--- config.mk ---
export PLATFORM = sky130hd
export DESIGN_NAME = seg_pipe_ctrl
export DESIGN_NICKNAME = d
export VERILOG_FILES = /design/src/rtl/seg_pipe_ctrl_pkg.sv /design/src/rtl/seg_pipe_ctrl_hazard_det.sv /design/src/rtl/seg_pipe_ctrl.sv
export SDC_FILE = /design/constraint.sdc
export NUM_CORES = 1
export LEC_CHECK = 0
export ABC_AREA = 1
export CAP_MARGIN = 20
export CORE_ASPECT_RATIO = 2
export CORE_UTILIZATION = 44
export DETAILED_ROUTE_END_ITERATION = 10
export PLACE_DENSITY = 0.78
export SYNTH_ARGS = -nofsm -noshare
export SYNTH_HDL_FRONTEND = slang
export SYNTH_HIERARCHICAL = 1
export SYNTH_SLANG_ARGS = --single-unit
--- constraint.sdc ---
create_clock -name clk -period 1.7 [get_ports clk]
set_input_delay 0.34 -clock clk [delete_from_list [all_inputs] [get_ports clk]]
set_output_delay 0.34 -clock clk [all_outputs]
set_load 0.01 [all_outputs]
--- src/rtl/seg_pipe_ctrl_pkg.sv ---
`default_nettype none
// ============================================================================
// Module      : seg_pipe_ctrl_pkg
// Description : Shared encodings for the five-segment pipeline controller:
//               controller states, segment indices and forwarding selects.
// Revision    : 1.0 - initial release
// ============================================================================
package seg_pipe_ctrl_pkg;

    // Controller state encoding (also driven out on the state port)
    typedef enum logic [1:0] {
        ST_IDLE     = 2'b00,
        ST_RUN      = 2'b01,
        ST_DRAIN    = 2'b10,
        ST_HALT_ERR = 2'b11
    } state_e;

    // Segment indices into seg_en / seg_vld
    localparam int NSEG    = 5;
    localparam int SEG_IF  = 0;
    localparam int SEG_ID  = 1;
    localparam int SEG_EX  = 2;
    localparam int SEG_MEM = 3;
    localparam int SEG_WB  = 4;

    // EX operand source selects
    localparam logic [1:0] FWD_RF  = 2'b00;
    localparam logic [1:0] FWD_EXM = 2'b01;
    localparam logic [1:0] FWD_MWB = 2'b10;

endpackage
`default_nettype wire

--- src/rtl/seg_pipe_ctrl_hazard_det.sv ---
`default_nettype none
// ============================================================================
// Module      : seg_hazard_det
// Description : Combinational RAW hazard detection for the ID instruction.
//               Produces the data-stall request and the EX operand forwarding
//               selects. Build option PIPE_FWD_EN enables forwarding, leaving
//               only load-use as a stall source.
// Revision    : 1.0 - initial release
// ============================================================================
module seg_hazard_det
    import seg_pipe_ctrl_pkg::*;
#(
    parameter int AW = 5
) (
    input  logic          id_vld_i,
    input  logic          ex_vld_i,
    input  logic          mem_vld_i,
    input  logic [AW-1:0] id_rs_i,
    input  logic [AW-1:0] id_rt_i,
    input  logic          id_use_rs_i,
    input  logic          id_use_rt_i,
    input  logic [AW-1:0] ex_rd_i,
    input  logic          ex_wr_i,
    input  logic          ex_load_i,
    input  logic [AW-1:0] mem_rd_i,
    input  logic          mem_wr_i,
    output logic          stall_o,
    output logic [1:0]    fwd_a_o,
    output logic [1:0]    fwd_b_o
);

    // Address matches of each used, non-zero ID source against valid EX / MEM
    // destinations; register 0 is hard-wired and never creates a dependency.
    logic w_rs_ex, w_rt_ex, w_rs_mem, w_rt_mem;

    assign w_rs_ex  = id_use_rs_i && (id_rs_i != '0) && ex_vld_i && (id_rs_i == ex_rd_i);
    assign w_rt_ex  = id_use_rt_i && (id_rt_i != '0) && ex_vld_i && (id_rt_i == ex_rd_i);
    assign w_rs_mem = id_use_rs_i && (id_rs_i != '0) && mem_vld_i && mem_wr_i && (id_rs_i == mem_rd_i);
    assign w_rt_mem = id_use_rt_i && (id_rt_i != '0) && mem_vld_i && mem_wr_i && (id_rt_i == mem_rd_i);

`ifdef PIPE_FWD_EN
    // A load's data is not available until after MEM, so only load-use stalls
    assign stall_o = id_vld_i && ex_load_i && (w_rs_ex || w_rt_ex);

    // Forward select per operand; the younger EX producer takes priority
    always_comb begin
        fwd_a_o = FWD_RF;
        fwd_b_o = FWD_RF;
        if (w_rs_ex && ex_wr_i) fwd_a_o = FWD_EXM;
        else if (w_rs_mem)      fwd_a_o = FWD_MWB;
        if (w_rt_ex && ex_wr_i) fwd_b_o = FWD_EXM;
        else if (w_rt_mem)      fwd_b_o = FWD_MWB;
    end
`else
    // No bypass paths: any pending EX or MEM write to a used source stalls ID
    assign stall_o = id_vld_i && (((w_rs_ex || w_rt_ex) && ex_wr_i) || w_rs_mem || w_rt_mem);
    assign fwd_a_o = FWD_RF;
    assign fwd_b_o = FWD_RF;

    logic w_unused_load;
    assign w_unused_load = ex_load_i;
`endif

endmodule
`default_nettype wire

--- src/rtl/seg_pipe_ctrl.sv ---
`default_nettype none
// ============================================================================
// Module      : seg_pipe_ctrl
// Description : Sequencing and hazard controller for the five-segment CPU.
//               Per-segment enables on one clock, valid-bit tracking, bubbles
//               on data hazards, branch flush, memory-wait stall with timeout,
//               and clean drain on halt. Build option PIPE_FWD_EN enables
//               operand forwarding.
// Revision    : 1.0 - initial release
// ============================================================================
module seg_pipe_ctrl
    import seg_pipe_ctrl_pkg::*;
#(
    parameter int AW    = 5,
    parameter int MEMTO = 64
) (
    input  logic          clk,
    input  logic          rst,
    input  logic          run,
    input  logic          halt_req,
    input  logic [AW-1:0] id_rs,
    input  logic [AW-1:0] id_rt,
    input  logic          id_use_rs,
    input  logic          id_use_rt,
    input  logic [AW-1:0] ex_rd,
    input  logic          ex_wr,
    input  logic          ex_load,
    input  logic [AW-1:0] mem_rd,
    input  logic          mem_wr,
    input  logic          ex_cond,
    input  logic          mem_req,
    input  logic          mem_ready,
    output logic [4:0]    seg_en,
    output logic [4:0]    seg_vld,
    output logic          pc_sel,
    output logic [1:0]    fwd_a,
    output logic [1:0]    fwd_b,
    output logic [1:0]    state,
    output logic          mem_timeout,
    output logic [15:0]   stall_cnt
);

    localparam int WCW = $clog2(MEMTO + 1);

    state_e          state_q, state_d;
    logic [NSEG-1:0] vld_q, vld_d;
    logic [1:0]      fwd_a_q, fwd_b_q;
    logic            timeout_q, timeout_d;
    logic [15:0]     stall_cnt_q, stall_cnt_d;
    logic [WCW-1:0]  wait_cnt_q, wait_cnt_d;

    logic            w_active, w_mem_wait, w_branch, w_data_stall;
    logic            w_halt_go, w_timeout_hit;
    logic [NSEG-1:1] w_kill;
    logic [1:0]      w_fwd_a, w_fwd_b;

    seg_hazard_det #(.AW(AW)) u_hazard (
        .id_vld_i    (vld_q[SEG_ID]),
        .ex_vld_i    (vld_q[SEG_EX]),
        .mem_vld_i   (vld_q[SEG_MEM]),
        .id_rs_i     (id_rs),
        .id_rt_i     (id_rt),
        .id_use_rs_i (id_use_rs),
        .id_use_rt_i (id_use_rt),
        .ex_rd_i     (ex_rd),
        .ex_wr_i     (ex_wr),
        .ex_load_i   (ex_load),
        .mem_rd_i    (mem_rd),
        .mem_wr_i    (mem_wr),
        .stall_o     (w_data_stall),
        .fwd_a_o     (w_fwd_a),
        .fwd_b_o     (w_fwd_b)
    );

    assign w_active   = (state_q == ST_RUN) || (state_q == ST_DRAIN);
    assign w_mem_wait = vld_q[SEG_MEM] && mem_req && !mem_ready;
    assign w_branch   = vld_q[SEG_EX] && ex_cond;
    // Halt is accepted only when ID is free to advance this cycle
    assign w_halt_go  = (state_q == ST_RUN) && halt_req && vld_q[SEG_ID]
                        && !w_mem_wait && !w_branch && !w_data_stall;
    assign w_timeout_hit = w_active && w_mem_wait && (wait_cnt_q == WCW'(MEMTO - 1));

    // Segment enables, bubble kills and PC select, in hazard priority order
    always_comb begin
        seg_en = '0;
        w_kill = '0;
        pc_sel = 1'b0;
        if (w_active) begin
            if (w_mem_wait) begin
                seg_en[SEG_WB] = 1'b1;
                w_kill[SEG_WB] = 1'b1;
            end else if (w_branch) begin
                seg_en         = '1;
                pc_sel         = 1'b1;
                w_kill[SEG_ID] = 1'b1;
                w_kill[SEG_EX] = 1'b1;
            end else if (w_data_stall) begin
                seg_en[SEG_WB:SEG_EX] = '1;
                w_kill[SEG_EX]        = 1'b1;
            end else begin
                seg_en = '1;
                // Hold the PC on the halt so a later run refetches the next instruction
                if (w_halt_go) begin
                    seg_en[SEG_IF] = 1'b0;
                    w_kill[SEG_ID] = 1'b1;
                    w_kill[SEG_EX] = 1'b1;
                end
            end
            if (state_q == ST_DRAIN) seg_en[SEG_IF] = 1'b0;
        end
    end

    // Valid bits advance through enabled segments; disabled segments hold
    always_comb begin
        vld_d = vld_q;
        if (seg_en[SEG_IF])                           vld_d[SEG_IF] = (state_q == ST_RUN);
        else if ((state_q != ST_RUN) || w_halt_go)    vld_d[SEG_IF] = 1'b0;
        for (int i = 1; i < NSEG; i++) begin
            if (seg_en[i]) vld_d[i] = vld_q[i-1] && !w_kill[i];
        end
    end

    // Controller next state, memory-wait timer and stall statistics
    always_comb begin
        state_d     = state_q;
        timeout_d   = timeout_q | w_timeout_hit;
        wait_cnt_d  = (w_active && w_mem_wait) ? wait_cnt_q + 1'b1 : '0;
        stall_cnt_d = stall_cnt_q;
        if (w_active && (w_mem_wait || (w_data_stall && !w_branch)) && (stall_cnt_q != 16'hFFFF))
            stall_cnt_d = stall_cnt_q + 16'd1;
        case (state_q)
            ST_IDLE:     if (run) state_d = ST_RUN;
            ST_RUN: begin
                if (w_timeout_hit)  state_d = ST_HALT_ERR;
                else if (w_halt_go) state_d = ST_DRAIN;
            end
            ST_DRAIN: begin
                if (w_timeout_hit || (vld_q[SEG_WB:SEG_ID] == '0)) state_d = ST_HALT_ERR;
            end
            ST_HALT_ERR: if (run && !timeout_q) state_d = ST_RUN;
            default:     state_d = ST_IDLE;
        endcase
    end

    // State, valid pipe and counters
    always_ff @(posedge clk or posedge rst) begin
        if (rst) begin
            state_q     <= ST_IDLE;
            vld_q       <= '0;
            timeout_q   <= 1'b0;
            wait_cnt_q  <= '0;
            stall_cnt_q <= '0;
        end else begin
            state_q     <= state_d;
            vld_q       <= vld_d;
            timeout_q   <= timeout_d;
            wait_cnt_q  <= wait_cnt_d;
            stall_cnt_q <= stall_cnt_d;
        end
    end

    // Forward selects travel with the instruction as it moves from ID into EX
    always_ff @(posedge clk or posedge rst) begin
        if (rst) begin
            fwd_a_q <= FWD_RF;
            fwd_b_q <= FWD_RF;
        end else if (seg_en[SEG_EX]) begin
            fwd_a_q <= w_kill[SEG_EX] ? FWD_RF : w_fwd_a;
            fwd_b_q <= w_kill[SEG_EX] ? FWD_RF : w_fwd_b;
        end
    end

    assign seg_vld     = vld_q;
    assign fwd_a       = fwd_a_q;
    assign fwd_b       = fwd_b_q;
    assign state       = state_q;
    assign mem_timeout = timeout_q;
    assign stall_cnt   = stall_cnt_q;

endmodule
`default_nettype wire

==> results.py <==
metrics = {
    "sta": {
        "tightest_slew_ns": 0.553,
        "fin_skew_ns": 0.0103,
        "fin_crit_sh_pct": 110,
        "rsz0062_at_grt": "true",
        "setup_tns_ns": -2.07,
        "postLayoutSetupSlackWorst_ns": -0.176,
        "finalHoldViolations": 0,
        "slew_viol_final": 0,
        "finalCriticalPeriod_ns": 1.88,
        "timing.slew.headroom_pct": 62.7,
        "setup_viol_count_final": 21,
        "fmax_ghz": 0.533,
    },
    "detailed_routing": {
        "wirelength_microns": 6840,
        "routedWlPerCell_microns": 13.6,
        "drc": 0,
        "antenna_left": 0,
        "first_pass_iters": 4,
        "dr.first_iter.drc_count": 47,
        "viasPerCell": 4.97,
        "via_count": 2489,
    },
    "global_routing": {
        "antenna_found_initial": 0,
        "grt_pass1_wl_microns": 10300,
        "first_global_vias": 2507,
        "overflow": 0,
        "grt_start_max_net_pins": 36,
        "grtUsageTotal_pct": 24.6,
    },
    "setup_path": {
        "cp-end-kind": "primary output",
        "crit_path_start_kind": "input pin",
        "crit_type": "input pin to primary output",
        "cp.arrival_ns": 1.54,
        "cp.required_ns": 1.36,
        "cp_max_fo": 4,
        "reg2reg_depth": 13,
    },
    "placed_design": {
        "dpl.cell_count": 480,
        "hpwl_microns": 4750,
        "numPortBuffers": 64,
        "gp_congestion": 0.826,
    },
    "yosys": {
        "yosysUniqueCellTypes": 27,
        "yosys_register_bits": 35,
        "synthesis.area_sq_um": 2330,
        "netlist_top_cells_area": "dfrtp_1 (38%), nand2_1 (14%), inv_1 (8.5%), xor2_1 (6.0%), nand3_1 (5.8%)",
        "yosysWarnings": 6,
        "synth_top_area_share_pct": 37.6,
        "synthCells": 325,
        "post-synth-top-area-cell": "dfrtp_1",
        "synth_area_per_cell_sq_um": 7.16,
        "synth_seq_area_share_pct": 37.6,
    },
    "job": {
        "drv_cap": 0,
    },
    "power": {
        "vdd_drop_max_uv": 866,
        "power_density_nw_per_um2": 1260,
        "leakagePower_nw": 1.84,
    },
    "final_layout": {
        "drive_gt1_share_pct": 35.4,
        "n_antenna_cell": 0,
        "area_delta_synth_final_pct": 61.1,
        "final_nets": 481,
        "fin_cells": 501,
        "fin_util_pct": 73.6,
        "layout_common_cells": "nand2_1 (71), inv_1 (42), buf_4 (41)",
        "final_common_cell": "nand2_1",
    },
    "clocking": {
        "worstSkewPairLatency_ns": 0.29,
        "root_buffer": "clkbuf_8",
        "htreeDepth": 2,
        "cts_num_sinks": 35,
        "cts_hold_buffers": 0,
        "cts_buffers": 5,
        "cts_tree": "built",
        "max-clock-path-buffers": 2,
        "clkSlewWorstSetupHoldPaths_ns": 0.08,
    },
    "die": {
        "start_util_pct": 45.7,
        "die_area_sq_um": 5600,
        "core-area_sq_um": 5090,
        "io_pins": 66,
        "die_height_microns": 105,
        "die_x_microns": 53.4,
        "fp-row-count": 37,
    },
    "min_path": {
        "min_path_type": "input pin to async pin",
    },
    "run_status": {
        "outcome": "finished, violations left",
        "violations": "setup timing",
    },
}
-- registers in the layout, summed over array words and instances, names as in the netlist --
| name | count |
|---|---|
| stall_cnt | 16 |
| wait_cnt_q | 7 |
| seg_vld | 5 |
| fwd_a | 2 |
| fwd_b | 2 |
| state | 2 |
| mem_timeout | 1 |
-- where the power goes --
part           switching, mW  total [mW]  internal (mW)  leakage (nW)
Clock                  0.327       0.756          0.429        0.0502
Combinational           1.39        2.83           1.45          1.34
Sequential             0.133        1.14           1.00         0.456
Total                   1.85        4.72           2.88          1.84
-- area by class of cell --
type / count / area (sq um)
clock inverters: 2 / 37.5
repair buffers: 114 / 1000
well taps: 58 / 72.6
multi-input cells: 229 / 1440
clock buffers: 5 / 68.8
fillers: 374 / 1340
inverters: 57 / 236
repair inverters: 1 / 11.3
flip-flops and latches: 35 / 877
-- synthesized netlist by cell type --
master	count
nor2_4	2
inv_2	3
xnor2_1	9
nand3b_1	2
nor3_2	1
nand3_1	27
nand4_1	4
nand3_2	1
xor2_1	16
nand2_1	87
buf_4	6
nor2_1	30
conb_1	1
dfrtp_1	35
o21ai_0	13
a21oi_2	3
buf_6	1
nor4_1	1
inv_1	53
o21ai_1	1
nand2_2	4
nor2_2	6
ha_1	6
clkinv_1	1
o22ai_1	1
a21oi_1	5
nor3_1	6
-- kinds of logic after synthesis --
family | after synthesis | share of synthesized area [%]
fa+ha+maj | 6 | 3.23
compound gates | 23 | 5.48
xor+xnor | 25 | 9.41
other cells | 1 | 0.161
simple gates | 171 | 32.5
flops | 35 | 37.6
buf+inv | 64 | 11.6
-- critical path: stages --
cell	delay [ns]
buf_8	0.10
buf_6	0.11
nor2_4	0.09
nand3_2	0.08
nand2_2	0.06
inv_2	0.04
nand2_1	0.06
nand2_1	0.08
nand2_2	0.09
a21oi_4	0.08
a21oi_4	0.15
nand3_2	0.08
inv_2	0.07
buf_6	0.10
-- repair_timing --
action | 4_1_cts | 5_1_grt
resized for setup | 150 | 61
endpoints found under the hold margin | 0 | 0
cloned | 0 | 1
endpoints found under the setup margin | 31 | 34
buffers inserted | 10 | 4
pin swaps | 39 | 30
-- routing by layer --
metal	wire, microns	vias to the layer above	GRT usage [%]
met4	146	0	9.40
met2	4140	75	49.1
met1	2240	1174	21.5
met3	308	14	4.37
met5	0	-	0
li1	-	1226	-
-- worst paths after layout --
kind | start | to | slack, ns
worst max-delay path | id_rt[1] | seg_en[0] | -0.18
worst min-delay path | rst | wait_cnt_q[2] | 0.45
worst max register to register | seg_vld[2] | stall_cnt[7] | -0.10
worst min register to register | wait_cnt_q[0] | wait_cnt_q[0] | 0.47
max in group asynchronous | rst | seg_vld[2] | 0.91
min in group clk | wait_cnt_q[0] | wait_cnt_q[0] | 0.47
-- through the flow --
stage                     hold slack (ns)  setup slack [ns]  total power, mW  area, sq um
after floorplan                     0.432           -0.0429             2.20         2370
after global placement              0.445            -0.937             3.48         3300
after detailed placement            0.454            -0.974             3.52         3300
after CTS                           0.464            -0.223             4.49         3540
after global routing                0.479            -0.321             5.02         3750
final                               0.454            -0.176             4.72         3750
(Power assumes the default switching activity.)
